[src/rtl/mem_stage_pkg.sv]
// mem_stage_pkg: shared opcodes, access-size codes, FSM state type and alignment helper for the memory stage.
package mem_stage_pkg;
  localparam int BUS_64 = 64;
  localparam logic [4:0] OPCODE_LOAD  = 5'b00000;
  localparam logic [4:0] OPCODE_STORE = 5'b01000;
  localparam logic [2:0] F3_B  = 3'd0;
  localparam logic [2:0] F3_H  = 3'd1;
  localparam logic [2:0] F3_W  = 3'd2;
  localparam logic [2:0] F3_D  = 3'd3;
  localparam logic [2:0] F3_BU = 3'd4;
  localparam logic [2:0] F3_HU = 3'd5;
  localparam logic [2:0] F3_WU = 3'd6;
  typedef enum logic {S_IDLE, S_BUS} state_t;
  // Size lives in funct3[1:0] for both signed and unsigned variants.
  function automatic logic misaligned(input logic [2:0] f3, input logic [2:0] a);
    return (f3[1:0] == 2'd1 & a[0]) | (f3[1:0] == 2'd2 & |a[1:0]) | (f3[1:0] == 2'd3 & |a);
  endfunction
endpackage

[src/rtl/mem_stage_align.sv]
// mem_align: byte-lane extraction/extension for loads and store data shift/byte mask generation.
module mem_align
  import mem_stage_pkg::*;
(
  input  logic [2:0]        i_funct3,
  input  logic [2:0]        i_off,
  input  logic [BUS_64-1:0] i_wdata,
  input  logic [BUS_64-1:0] i_rdata,
  output logic [BUS_64-1:0] o_wdata,
  output logic [7:0]        o_wmask,
  output logic [BUS_64-1:0] o_rdata
);
  logic [BUS_64-1:0] w_lane;
  logic [7:0]        w_mask;
  always_comb begin
    w_lane  = i_rdata >> {i_off, 3'b000};
    w_mask  = i_funct3[1:0] == 2'd0 ? 8'h01 : i_funct3[1:0] == 2'd1 ? 8'h03 :
              i_funct3[1:0] == 2'd2 ? 8'h0F : 8'hFF;
    o_wdata = i_wdata << {i_off, 3'b000};
    o_wmask = w_mask << i_off;
    o_rdata = i_funct3 == F3_B  ? {{56{w_lane[7]}}, w_lane[7:0]} :
              i_funct3 == F3_H  ? {{48{w_lane[15]}}, w_lane[15:0]} :
              i_funct3 == F3_W  ? {{32{w_lane[31]}}, w_lane[31:0]} :
              i_funct3 == F3_BU ? {56'b0, w_lane[7:0]} :
              i_funct3 == F3_HU ? {48'b0, w_lane[15:0]} :
              i_funct3 == F3_WU ? {32'b0, w_lane[31:0]} : w_lane;
  end
endmodule

[src/rtl/mem_stage.sv]
// mem_stage: load/store unit between execute and writeback; one outstanding bus access, non-memory results pass through.
module mem_stage
  import mem_stage_pkg::*;
(
  input  logic              clk,
  input  logic              rst,
  input  logic              ex_valid,
  output logic              ex_ready,
  input  logic [4:0]        ex_opcode,
  input  logic [2:0]        ex_funct3,
  input  logic [BUS_64-1:0] ex_addr,
  input  logic [BUS_64-1:0] ex_wdata,
  input  logic              ex_rd_wen,
  input  logic [BUS_64-1:0] ex_rd_data,
  output logic              mem_req,
  output logic              mem_we,
  output logic [BUS_64-1:0] mem_addr,
  output logic [BUS_64-1:0] mem_wdata,
  output logic [7:0]        mem_wmask,
  input  logic              mem_ack,
  input  logic [BUS_64-1:0] mem_rdata,
  output logic              wb_valid,
  output logic              wb_rd_wen,
  output logic [BUS_64-1:0] wb_rd_data,
  output logic              misalign
);
  state_t            r_state, w_next;
  logic [BUS_64-1:0] r_addr, r_wdata, r_wb_rd_data;
  logic [2:0]        r_funct3;
  logic              r_store, r_wb_valid, r_wb_rd_wen, r_misalign;
  logic              w_acc, w_ld, w_st, w_mem, w_bad, w_go, w_done;
  logic [BUS_64-1:0] w_al_wdata, w_al_rdata;
  logic [7:0]        w_al_wmask;
  mem_align u_align (
    .i_funct3(r_funct3),
    .i_off   (r_addr[2:0]),
    .i_wdata (r_wdata),
    .i_rdata (mem_rdata),
    .o_wdata (w_al_wdata),
    .o_wmask (w_al_wmask),
    .o_rdata (w_al_rdata)
  );
  always_comb begin
    w_acc  = ex_valid & (r_state == S_IDLE);
    w_ld   = ex_opcode == OPCODE_LOAD;
    w_st   = ex_opcode == OPCODE_STORE;
    w_mem  = w_ld | w_st;
    w_bad  = misaligned(ex_funct3, ex_addr[2:0]) | (w_st & ex_funct3[2]) | (w_ld & ex_funct3 == 3'd7);
    w_go   = w_acc & w_mem & ~w_bad;
    w_done = (r_state == S_BUS) & mem_ack;
  end
  always_ff @(posedge clk)
    r_state <= rst ? S_IDLE : w_next;
  always_comb
    w_next = r_state == S_IDLE ? (w_go ? S_BUS : S_IDLE) : (mem_ack ? S_IDLE : S_BUS);
  // Bus outputs come only from latched state, so they hold steady for the whole access.
  always_comb begin
    ex_ready  = r_state == S_IDLE;
    mem_req   = r_state == S_BUS;
    mem_we    = mem_req & r_store;
    mem_addr  = mem_req ? {r_addr[BUS_64-1:3], 3'b000} : '0;
    mem_wdata = mem_we ? w_al_wdata : '0;
    mem_wmask = mem_we ? w_al_wmask : '0;
  end
  always_ff @(posedge clk) begin
    if (rst) begin
      r_addr       <= '0;
      r_wdata      <= '0;
      r_funct3     <= '0;
      r_store      <= 1'b0;
      r_wb_valid   <= 1'b0;
      r_wb_rd_wen  <= 1'b0;
      r_wb_rd_data <= '0;
      r_misalign   <= 1'b0;
    end else begin
      if (w_go) begin
        r_addr   <= ex_addr;
        r_wdata  <= ex_wdata;
        r_funct3 <= ex_funct3;
        r_store  <= w_st;
      end
      r_wb_valid   <= (w_acc & ~w_go) | w_done;
      r_wb_rd_wen  <= w_done ? ~r_store : (w_acc & ~w_mem & ex_rd_wen);
      r_wb_rd_data <= w_done ? w_al_rdata : ex_rd_data;
      r_misalign   <= w_acc & w_mem & w_bad;
    end
  end
  assign wb_valid   = r_wb_valid;
  assign wb_rd_wen  = r_wb_rd_wen;
  assign wb_rd_data = r_wb_rd_data;
  assign misalign   = r_misalign;
endmodule

[config.mk]
export PLATFORM = sky130hd
export DESIGN_NAME = mem_stage
export DESIGN_NICKNAME = d
export VERILOG_FILES = /design/src/rtl/mem_stage_pkg.sv /design/src/rtl/mem_stage_align.sv /design/src/rtl/mem_stage.sv
export SDC_FILE = /design/constraint.sdc
export NUM_CORES = 1
export LEC_CHECK = 0
export CAP_MARGIN = 20
export CORE_MARGIN = 3
export CORE_UTILIZATION = 33
export DETAILED_ROUTE_END_ITERATION = 10
export PLACE_DENSITY = 0.68
export SLEW_MARGIN = 20
export SYNTH_ARGS = -nofsm -noshare
export SYNTH_HDL_FRONTEND = slang
export SYNTH_HIERARCHICAL = 1
export SYNTH_SLANG_ARGS = --single-unit
[constraint.sdc]
create_clock -name clk -period 2.3 [get_ports clk]
set_input_delay 0.46 -clock clk [delete_from_list [all_inputs] [get_ports clk]]
set_output_delay 0.46 -clock clk [all_outputs]
set_load 0.01 [all_outputs]
# ---- Word-level counts from Yosys, hierarchy flattened
# Index checks and enable logic that the tools add are counted.
dict set report classes {
  eq_ne 12
  shifts 3
  muxes 17
  bitwise 25
  reduce_logical 5
}
# op count
set op_table {}
lappend op_table {{$mux 64} 9}
lappend op_table {{$shl 64x6->64} 1}
lappend op_table {{$shr 64x6->64} 1}
lappend op_table {{$mux 8} 4}
lappend op_table {{$and 1x1->1} 14}
lappend op_table {{$eq 3x3->1 const B} 4}
lappend op_table {{$shl 8x3->8} 1}
lappend op_table {{$eq 2x2->1 const B} 3}
lappend op_table {{$or 1x1->1} 6}
lappend op_table {{$eq 5x4->1 const B} 1}
lappend op_table {{$logic_not 5->1} 1}
lappend op_table {{$not 1->1} 5}
lappend op_table {{$eq 2x1->1 const B} 2}
lappend op_table {{$mux 1} 4}
lappend op_table {{$eq 3x1->1 const B} 1}
lappend op_table {{$eq 3x2->1 const B} 1}
lappend op_table {{$logic_not 3->1} 1}
lappend op_table {{$reduce_or 3->1} 1}
lappend op_table {{$logic_not 2->1} 1}
lappend op_table {{$reduce_or 2->1} 1}
dict set report totals {
  regBits 200
  input_bits 269
  out_inout_bits 206
  wordCells 71
}

# ---- Longest topological paths before layout
# Gate-level depths: netlist of run 1.
dict set report depth {
  ltp_word 11
  mapped_depth 10
  ltp_nobuf 6
}

# ---- Cells and area by module
# Netlist of run 1, hierarchy kept.
# mod instances cells_each area_per_inst_um2 seq_area_each_um2
set modules_own_cells {}
lappend modules_own_cells {mem_stage 1 1034 9212.6 4003.8}
lappend modules_own_cells {mem_align 1 577 4481.8 0.0}

# ---- Worst setup path after synthesis of run 1
# Ideal clock, no wire load.
dict set report synth_path {
  kind {register to output}
  from {register r_addr[1]}
  to {output mem_wdata[55]}
  arrival_ns 1.874
  required_ns 1.840
  slack_ns -0.034
  path_stages_with_launch 9
  path_buffers 4
  cell_sequence {dfxtp_1 -> buf_6 -> buf_4 -> buf_4 -> buf_4 -> mux2_2 -> o211ai_1 -> o21ai_0 -> and3_1}
}
dict set report synth_between {
  elab_chain_cells 2
}
# element line_no
set synth_rtl {}
lappend synth_rtl {{start, declared} mem_stage.sv:28} ;# logic [BUS_64-1:0] r_addr, r_wdata, r_wb_rd_data;
lappend synth_rtl {{start signal, assigned} mem_stage.sv:77} ;# r_addr <= ex_addr;
lappend synth_rtl {{$shl 64x6->64} mem_stage_align.sv:19} ;# o_wdata = i_wdata << {i_off, 3'b000};
lappend synth_rtl {{net w_al_wdata[55]} mem_stage.sv:32} ;# logic [BUS_64-1:0] w_al_wdata, w_al_rdata;
lappend synth_rtl {{$mux 64} mem_stage.sv:62} ;# mem_wdata = mem_we ? w_al_wdata : '0;
lappend synth_rtl {{end, declared} mem_stage.sv:18} ;# output logic [BUS_64-1:0] mem_wdata,
# The timed path passes the listed nets, and every way through them passes these cells.

# ---- Worst setup path in the final report of run 1
dict set report layout_path {
  from {register r_addr[1]}
  to {output mem_wdata[34]}
}
# The elaborated chain is that of the path after synthesis.

==> results of run 1 <==
cell type report:
class                   count  area [um2]
fillers                  3505       17300
multi-input cells        1242       10000
repair buffers            739        7760
flip-flops and latches    200        4020
well taps                 525         657
clock buffers              19         433
clock inverters            13         166
inverters                   4        15.0
diodes                      2        5.00
what timing repair did:
| action | in CTS | in global routing |
|---|---|---|
| buffers inserted | 24 | 37 |
| pin swaps | 59 | 90 |
| gates cloned | 5 | 24 |
| gates resized for setup | 429 | 291 |
| endpoints found under the setup margin | 173 | 187 |
stage by stage:
| stage | cell area, um2 | setup WS (ns) | power (W) | utilization |
|---|---|---|---|---|
| finish | 23100 | -0.390 | 0.00844 | 0.571 |
| global route | 23100 | -0.434 | 0.00871 | 0.571 |
| CTS | 21300 | -0.383 | 0.00835 | 0.529 |
| detailed placement | 20000 | -0.367 | 0.00510 | 0.496 |
| global placement | 20000 | -0.331 | 0.00509 | 0.496 |
| floorplan | 13700 | 0.00429 | 0.00420 | - |
power by group through the flow:
stage	clock, W	combinational [W]	sequential [W]
5_1_grt	0.00342	0.00172	0.00357
3_5_place_dp	0	0.00146	0.00364
2_1_floorplan	0	0.000525	0.00367
4_1_cts	0.00330	0.00149	0.00356
6_report	0.00325	0.00164	0.00356
3_3_place_gp	0	0.00145	0.00364
routing by layer:
metal	up-vias	track usage	wire (um)
li1	6755	-	-
met1	7140	0.305	24400
met2	758	0.428	30300
met3	154	0.0655	5090
met4	0	0.0995	3150
met5	-	0	0
cells by family after synthesis:
group	after synthesis	share of synthesized area
AOI/OAI and AO/OA	266	0.139
buffers and inverters	172	0.0670
DFF	200	0.292
muxes	273	0.228
other	1	0.000274
and+or+nand+nor	699	0.274
cell usage in the layout (no fill, tap or decap), types with 19 or more instances in the layout:
cell                              count
sky130_fd_sc_hd__a21oi_1             58
sky130_fd_sc_hd__a21oi_2             45
sky130_fd_sc_hd__a22oi_1             31
sky130_fd_sc_hd__and2_1              71
sky130_fd_sc_hd__and3_1              49
sky130_fd_sc_hd__and3_4              23
sky130_fd_sc_hd__buf_12              42
sky130_fd_sc_hd__buf_2               39
sky130_fd_sc_hd__buf_4              150
sky130_fd_sc_hd__buf_6               75
sky130_fd_sc_hd__clkbuf_16           33
sky130_fd_sc_hd__clkdlybuf4s50_1    388
sky130_fd_sc_hd__dfxtp_1            195
sky130_fd_sc_hd__mux2i_1            192
sky130_fd_sc_hd__mux2i_4             22
sky130_fd_sc_hd__mux4_2              29
sky130_fd_sc_hd__nand2_1            178
sky130_fd_sc_hd__nand2b_1           267
sky130_fd_sc_hd__nor2_1              47
sky130_fd_sc_hd__o211ai_1            19
sky130_fd_sc_hd__o211ai_2            34
registers in the layout, indices dropped and copies added, names as in the netlist:
register    count
r_funct3        3
r_addr         64
r_wdata        64
wb_rd_wen       1
wb_rd_data     64
r_store         1
misalign        1
mem_req         1
wb_valid        1
worst max-delay path, delay by kind of cell, from the launching register on:
family / cells / cell delay [ns]
AOI/OAI and AO/OA: 2 / 0.28
muxes: 1 / 0.24
buffers and inverters: 4 / 0.52
DFF: 1 / 0.46
and+or+nand+nor: 2 / 0.27
worst max path at each step:
stage                        from             end  cells past startpoint
detailed placement  mem_rdata[47]  wb_rd_data[15]                      8
floorplan               r_addr[0]    mem_wmask[2]                      9
global placement    mem_rdata[63]  wb_rd_data[63]                      8
global route            r_addr[1]   mem_wdata[61]                      9
finish                  r_addr[1]   mem_wdata[34]                      9
CTS                     r_addr[1]   mem_wdata[16]                     10
Yosys cell counts (31+ instances only):
cell and number:
sky130_fd_sc_hd__clkbuf_1 97, sky130_fd_sc_hd__a21oi_1 108, sky130_fd_sc_hd__a22oi_1 31, sky130_fd_sc_hd__and2_1 81, sky130_fd_sc_hd__dfxtp_1 200, sky130_fd_sc_hd__o211ai_2 34
sky130_fd_sc_hd__o21ai_0 33, sky130_fd_sc_hd__nand2_1 186, sky130_fd_sc_hd__nand2b_1 267, sky130_fd_sc_hd__and3_1 72, sky130_fd_sc_hd__mux2i_1 226, sky130_fd_sc_hd__nor2_1 64
==> summary.md, run 1 <==
The routed length per placed instance was 23.0 um. Summed over all cells, the static leakage comes to 9.09 nW. The worst hold path terminates at mem_req. The run gives 14800 as the total via count in the routed design. The proportion of synthesized chip area in sequential cells was 0.292; the share of async-settable or async-resettable flops after synthesis was 0. The tightest min-delay check is of the input port to flip-flop type.

Using the TritonRoute via totals, the vias-per-cell ratio works out to 5.40. Traced cell by cell, the critical path runs through buf_4 -> buf_12 -> buf_6 -> mux2i_2 -> nor2_1 -> a21oi_1 -> o21ai_1 -> and3_1 -> buf_2. The hold violation count in the final report was 0. The worst register-to-register path ends at wb_rd_data[37]. Timing would allow up to 372 MHz.

The pre-antenna-repair detailed-routing pass consisted of 6 iterations. DRC violation count after routing: 0. The fraction of power consumed by combinational cells is 0.194. The floorplan has 73 rows.

The routed design has 63.0 mm of wire. Summed over all instances, the cell type with the most area after synthesis is sky130_fd_sc_hd__dfxtp_1. Register share of total power: 0.422. The maximum number of pins on one net before global-route repair was 92. The run gives -0.34 ns as the setup slack of the most critical reg-to-reg path. Root buffer cell: sky130_fd_sc_hd__clkbuf_16.

The fraction of final layout cells sized beyond drive strength 1 works out to 0.296. The worst hold path begins at rst. For the max-slew violation total from the final report, the log shows 0. TritonCTS built the clock tree.

The final period demand of the worst path was 2.69 ns; the design internal power was 0.00623 W. The endpoint required time on the critical path is 1.84 ns. At the later pin of the worst-skew pair, clock insertion delay measures 0.46 ns. Among all flip-flop cells after synthesis, the most frequent one is sky130_fd_sc_hd__dfxtp_1.

The startpoint kind of the worst setup timing path is a flip-flop. Clock tree synthesis inserted a total of 17 buffers. Data on the critical path arrives at its endpoint at 2.23 ns.

The relative area change from synthesis to final layout was 68.4%; the period utilization was 1.17. The run finished, with violations left. The run gives 0.269 as the relative slew slack. The starting density of the core is 0.339. Counting along the longest clock path gives a buffer depth of 2. The checks that failed: setup timing.

In this run the mean area of a mapped cell was 8.50 um2. The net load switching power was 0.00222 W. Launch instance of the worst register-to-register path: r_addr[1]. The number of cells on the worst reg-to-reg path is 12. The flop and latch count out of synthesis is 200. The proportion of netlist area held by the largest area contributor was 0.292; the peak fanout along the critical path was 7. Proportion of total power due to net switching: 0.262. The number of non-filler instances in the completed layout is 2744, and the summed instance area of the synthesized netlist is 13700 um2. The die is 210 um tall. The via count of the first global-routing pass is 14400. The detail route stage leaves a number of antenna-violating nets equal to 0. The run gives 200 as the number of clock sinks.

The category of the critical setup timing path was flip-flop to output port. Setup repair after global routing could not meet its margin everywhere. The H-tree was split into 4 levels. In this run, placement finished with an instance count of 2627. The slowest stage of the critical path belongs to the cell sky130_fd_sc_hd__dfxtp_4. Setup violations remaining at the end of the flow were counted as 127.

The Yosys step of the flow raised 6 warnings. After clock tree synthesis, the clock-pin slew on the worst setup and hold paths is 0.08 ns. On the worst path, the slowest cell contributes a delay of 0.46 ns. The run gives -0.390 ns as the smallest setup slack after layout. Yosys mapped the design onto 48 distinct sky130hd cell types. The number of antenna violations at the first check in global routing was 2; the global-route wire length before repair was 87.1 mm. Ranked by total cell area, the synthesized netlist is headed by sky130_fd_sc_hd__dfxtp_1 (29%), sky130_fd_sc_hd__mux2i_1 (17%), sky130_fd_sc_hd__nand2b_1 (12%). The congestion estimate from routability-driven global placement came to 0.946. Dividing total power by cell area gives a power density of 366 nW/um2. The run gives 0.384 as the clock network fraction of total power. STA classifies the critical path endpoint as an output port. Adding up every negative setup slack in the final design gives -30.36 ns. The run gives 0.0133 ns as the worst clock skew. The total number of nets in the final design was 2473; the count of max-cap constraint violations was 0. The standard cell core area was 40400 um2; the worst-margin pin slew was 1.09 ns.

For the peak supply drop, the log shows 0.000486 V. The die area came out at 44000 um2. The tools report the HPWL after detailed placement as 42.9 mm. After the first detailed-routing iteration, the DRC count stood at 1128. The total routing resource utilization after global routing was 0.252; the cell depth of the worst hold path was 2. During placement, the flow inserted port buffers numbering 471. The tools report the number of hold buffers added after cts as 0. Yosys mapped a number of flops with a built-in enable equal to 0. The remaining global-route overflow came out at 0. The number of ports placed on the die boundary was 475; the horizontal die dimension was 210 um. The synthesized instance count came out at 1611. The run gives 0.452 ns as the smallest hold slack.
No activity file was read; power rests on OpenSTA's default activity.
==> inputs of run 2 (changes only) <==
- PLACE_DENSITY: 0.68 -> 0.66
- clock period: 2.3 -> 2.65 ns (I/O delays scaled with it)
==> summary.md, run 2 (synthesis results as in run 1) <==
Relative slew slack: 0.441. Setup repair after global routing could not meet its margin everywhere. The final reports fail on setup timing. The horizontal die dimension is 210 um, and the final period demand of the worst path is 2.80 ns. The via density per instance is 5.30. Die area: 44000 um2.

Of all nets on the critical path, the largest fanout is 6. The total number of nets in the final design was 2366. The cell sitting at the root of the clock tree is a sky130_fd_sc_hd__clkbuf_16. The delay of the slowest cell on the worst path is 0.40 ns. For the smallest setup slack after layout, the log shows -0.152 ns. At the later pin of the worst-skew pair, clock insertion delay measures 0.46 ns. In this run the critical register-to-register path is launched from r_addr[2]. The run gives 0.252 as the total routing resource utilization after global routing.

The placement-stage cell area is 19500 um2. The max-slew violation total from the final report came out at 0. Number of cells on the worst reg-to-reg path: 8. For the starting density of the core, the log shows 0.339. The leading cell type in the layout, fill and taps excluded was sky130_fd_sc_hd__clkdlybuf4s50_1.

The worst setup path is of the flip-flop to output port kind. HPWL after detailed placement: 42.6 mm. The remaining number of nets flagged by the antenna check after routing was 0; the period utilization was 1.06. The number of antenna violations at the first check in global routing was 3; the row count was 73.

After detailed routing, the average wire length per cell comes to 22.1 um. In the layout the commonest cells are sky130_fd_sc_hd__clkdlybuf4s50_1 (398), sky130_fd_sc_hd__nand2b_1 (266), sky130_fd_sc_hd__mux2i_1 (206). The count of buffers added on input and output ports is 471. Power spread over the standard cell area amounts to 346 nW/um2. The peak supply drop is 0.000402 V, and the worst path arrival time is 2.27 ns. The first global-routing pass estimated 86.3 mm of wire. At the end of routability-driven placement, the weighted congestion stood at 0.937. Endpoint kind of the worst setup timing path: an output port. The count of max-cap constraint violations was 0; the total power consumption of the routed design was 0.00724 W. The path class of the lowest-slack min-delay path was flip-flop to flip-flop. Counting along the longest clock path gives a buffer depth of 2.

The run gives 14200 as the via count of the first global-routing pass. The flow ran to the end, but the final reports show violations. From bottom edge to top edge, the die measures 210 um.

For the worst clock skew, the log shows 0.0120 ns. TritonCTS built the clock tree. Entering global routing, the biggest net connects 94 pins. The critical path goes through buf_12 -> buf_8 -> buf_6 -> buf_6 -> mux2i_2 -> nor2b_2 -> o32ai_2 -> and3_1 -> buf_2. The sum of negative setup slack is -1.12 ns, and the final setup violation count is 25.

The startpoint kind of the worst setup timing path was a flip-flop. For the final wirelength, the log shows 58.2 mm. The H-tree was split into 4 levels. The worst reg2reg path endpoint is wb_rd_data[24]. The tools report the number of filler instances in the final layout as 3776. The fraction of final layout cells sized beyond drive strength 1 is 0.209.

Buffers inserted to repair hold after CTS numbered 0. The remaining global-route overflow came out at 0. Among all stages on the critical path, the largest delay is contributed by sky130_fd_sc_hd__dfxtp_4. For this block, the via count after detailed routing is 14000. The cell that appears most often on the critical path is sky130_fd_sc_hd__buf_6.

The standard cell core area came out at 40400 um2. Hold is met by 0.466 ns. In this run the register-to-register setup slack is 0.10 ns. The most critical setup path has its startpoint at r_addr[1]. For the hold violation count in the final report, the log shows 0. The first detailed-routing pass took 5 iterations.

The register clock-pin slew on the reported worst setup and hold paths is 0.07 ns, and the relative area change from synthesis to final layout is 52.5%. The run gives 2.12 ns as the endpoint required time on the critical path. The sequential cells in the finished layout cover a total of 4020 um2. The worst-margin pin slew was 0.836 ns. The total area of multi-input combinational cells was 9360 um2; the DRC violation count after routing was 0. In this run, CTS created clock tree buffers numbering 17. Following the worst setup path forward leads to its endpoint at mem_wdata[46]. Highest achievable clock rate: 357 MHz. In this run, the number of DRC markers left after iteration 0 of detailed routing was 970. For the number of clock sinks, the log shows 200. Summed over all cells, the static leakage comes to 8.04 nW. The run gives 20900 um2 as the cell area after layout. The number of ports placed on the die boundary was 475.
run 2: final cells by class:
class                           count  area share
Timing Repair Buffer              633       0.297
Clock buffer                       23      0.0234
Clock inverter                      8     0.00665
Tap cell                          525      0.0315
Sequential cell                   200       0.192
Antenna cell                        1    0.000120
Inverter                            4    0.000719
Multi-Input combinational cell   1241       0.448
run 2: worst min path at each step:
stage	from	end	slack, ns	depth (start not counted)
6_report	r_addr[12]	r_addr[12]	0.47	2
5_1_grt	r_addr[35]	r_addr[35]	0.49	2
4_1_cts	r_addr[12]	r_addr[12]	0.47	2
3_5_place_dp	r_addr[28]	r_addr[28]	0.46	2
3_3_place_gp	r_addr[50]	r_addr[50]	0.45	2
2_1_floorplan	r_addr[10]	r_addr[10]	0.44	2
run 2: power breakdown:
part / switching [W] / internal (W)
Combinational: 0.000510 / 0.000750
Sequential: 0.0000271 / 0.00306
Clock: 0.00128 / 0.00160
Total: 0.00182 / 0.00542
run 2: repair_timing:
| item | in CTS | in global routing |
|---|---|---|
| pin swaps | 21 | 22 |
| resized for setup | 338 | 86 |
| buffers inserted | 33 | 13 |
| setup endpoints to repair | 114 | 70 |
| gates cloned | 2 | 0 |
run 2: worst max-delay path: cells and delay by family (launching register included):
kind	cells	cell delay (ns)
and+or+nand+nor	2	0.39
DFF	1	0.40
AOI/OAI and AO/OA	1	0.26
buffers and inverters	5	0.61
muxes	1	0.15
run 2: metrics by stage:
stage           util  cells  setup slack, ns
6_report       0.517   2635           -0.152
5_1_grt        0.517   2635           -0.199
4_1_cts        0.512   2628           -0.143
3_5_place_dp   0.483   2563          -0.0466
3_3_place_gp   0.482   2563           -0.280
2_1_floorplan      -   1613            0.246
run 2: metal layers:
metal	up-vias	routed length, um	GRT usage	share of wire
li1	6516	-	-	-
met1	6704	23000	0.308	0.39
met2	642	28300	0.429	0.49
met3	102	4790	0.0653	0.082
met4	4	2100	0.0898	0.036
met5	-	29	0	0.00050
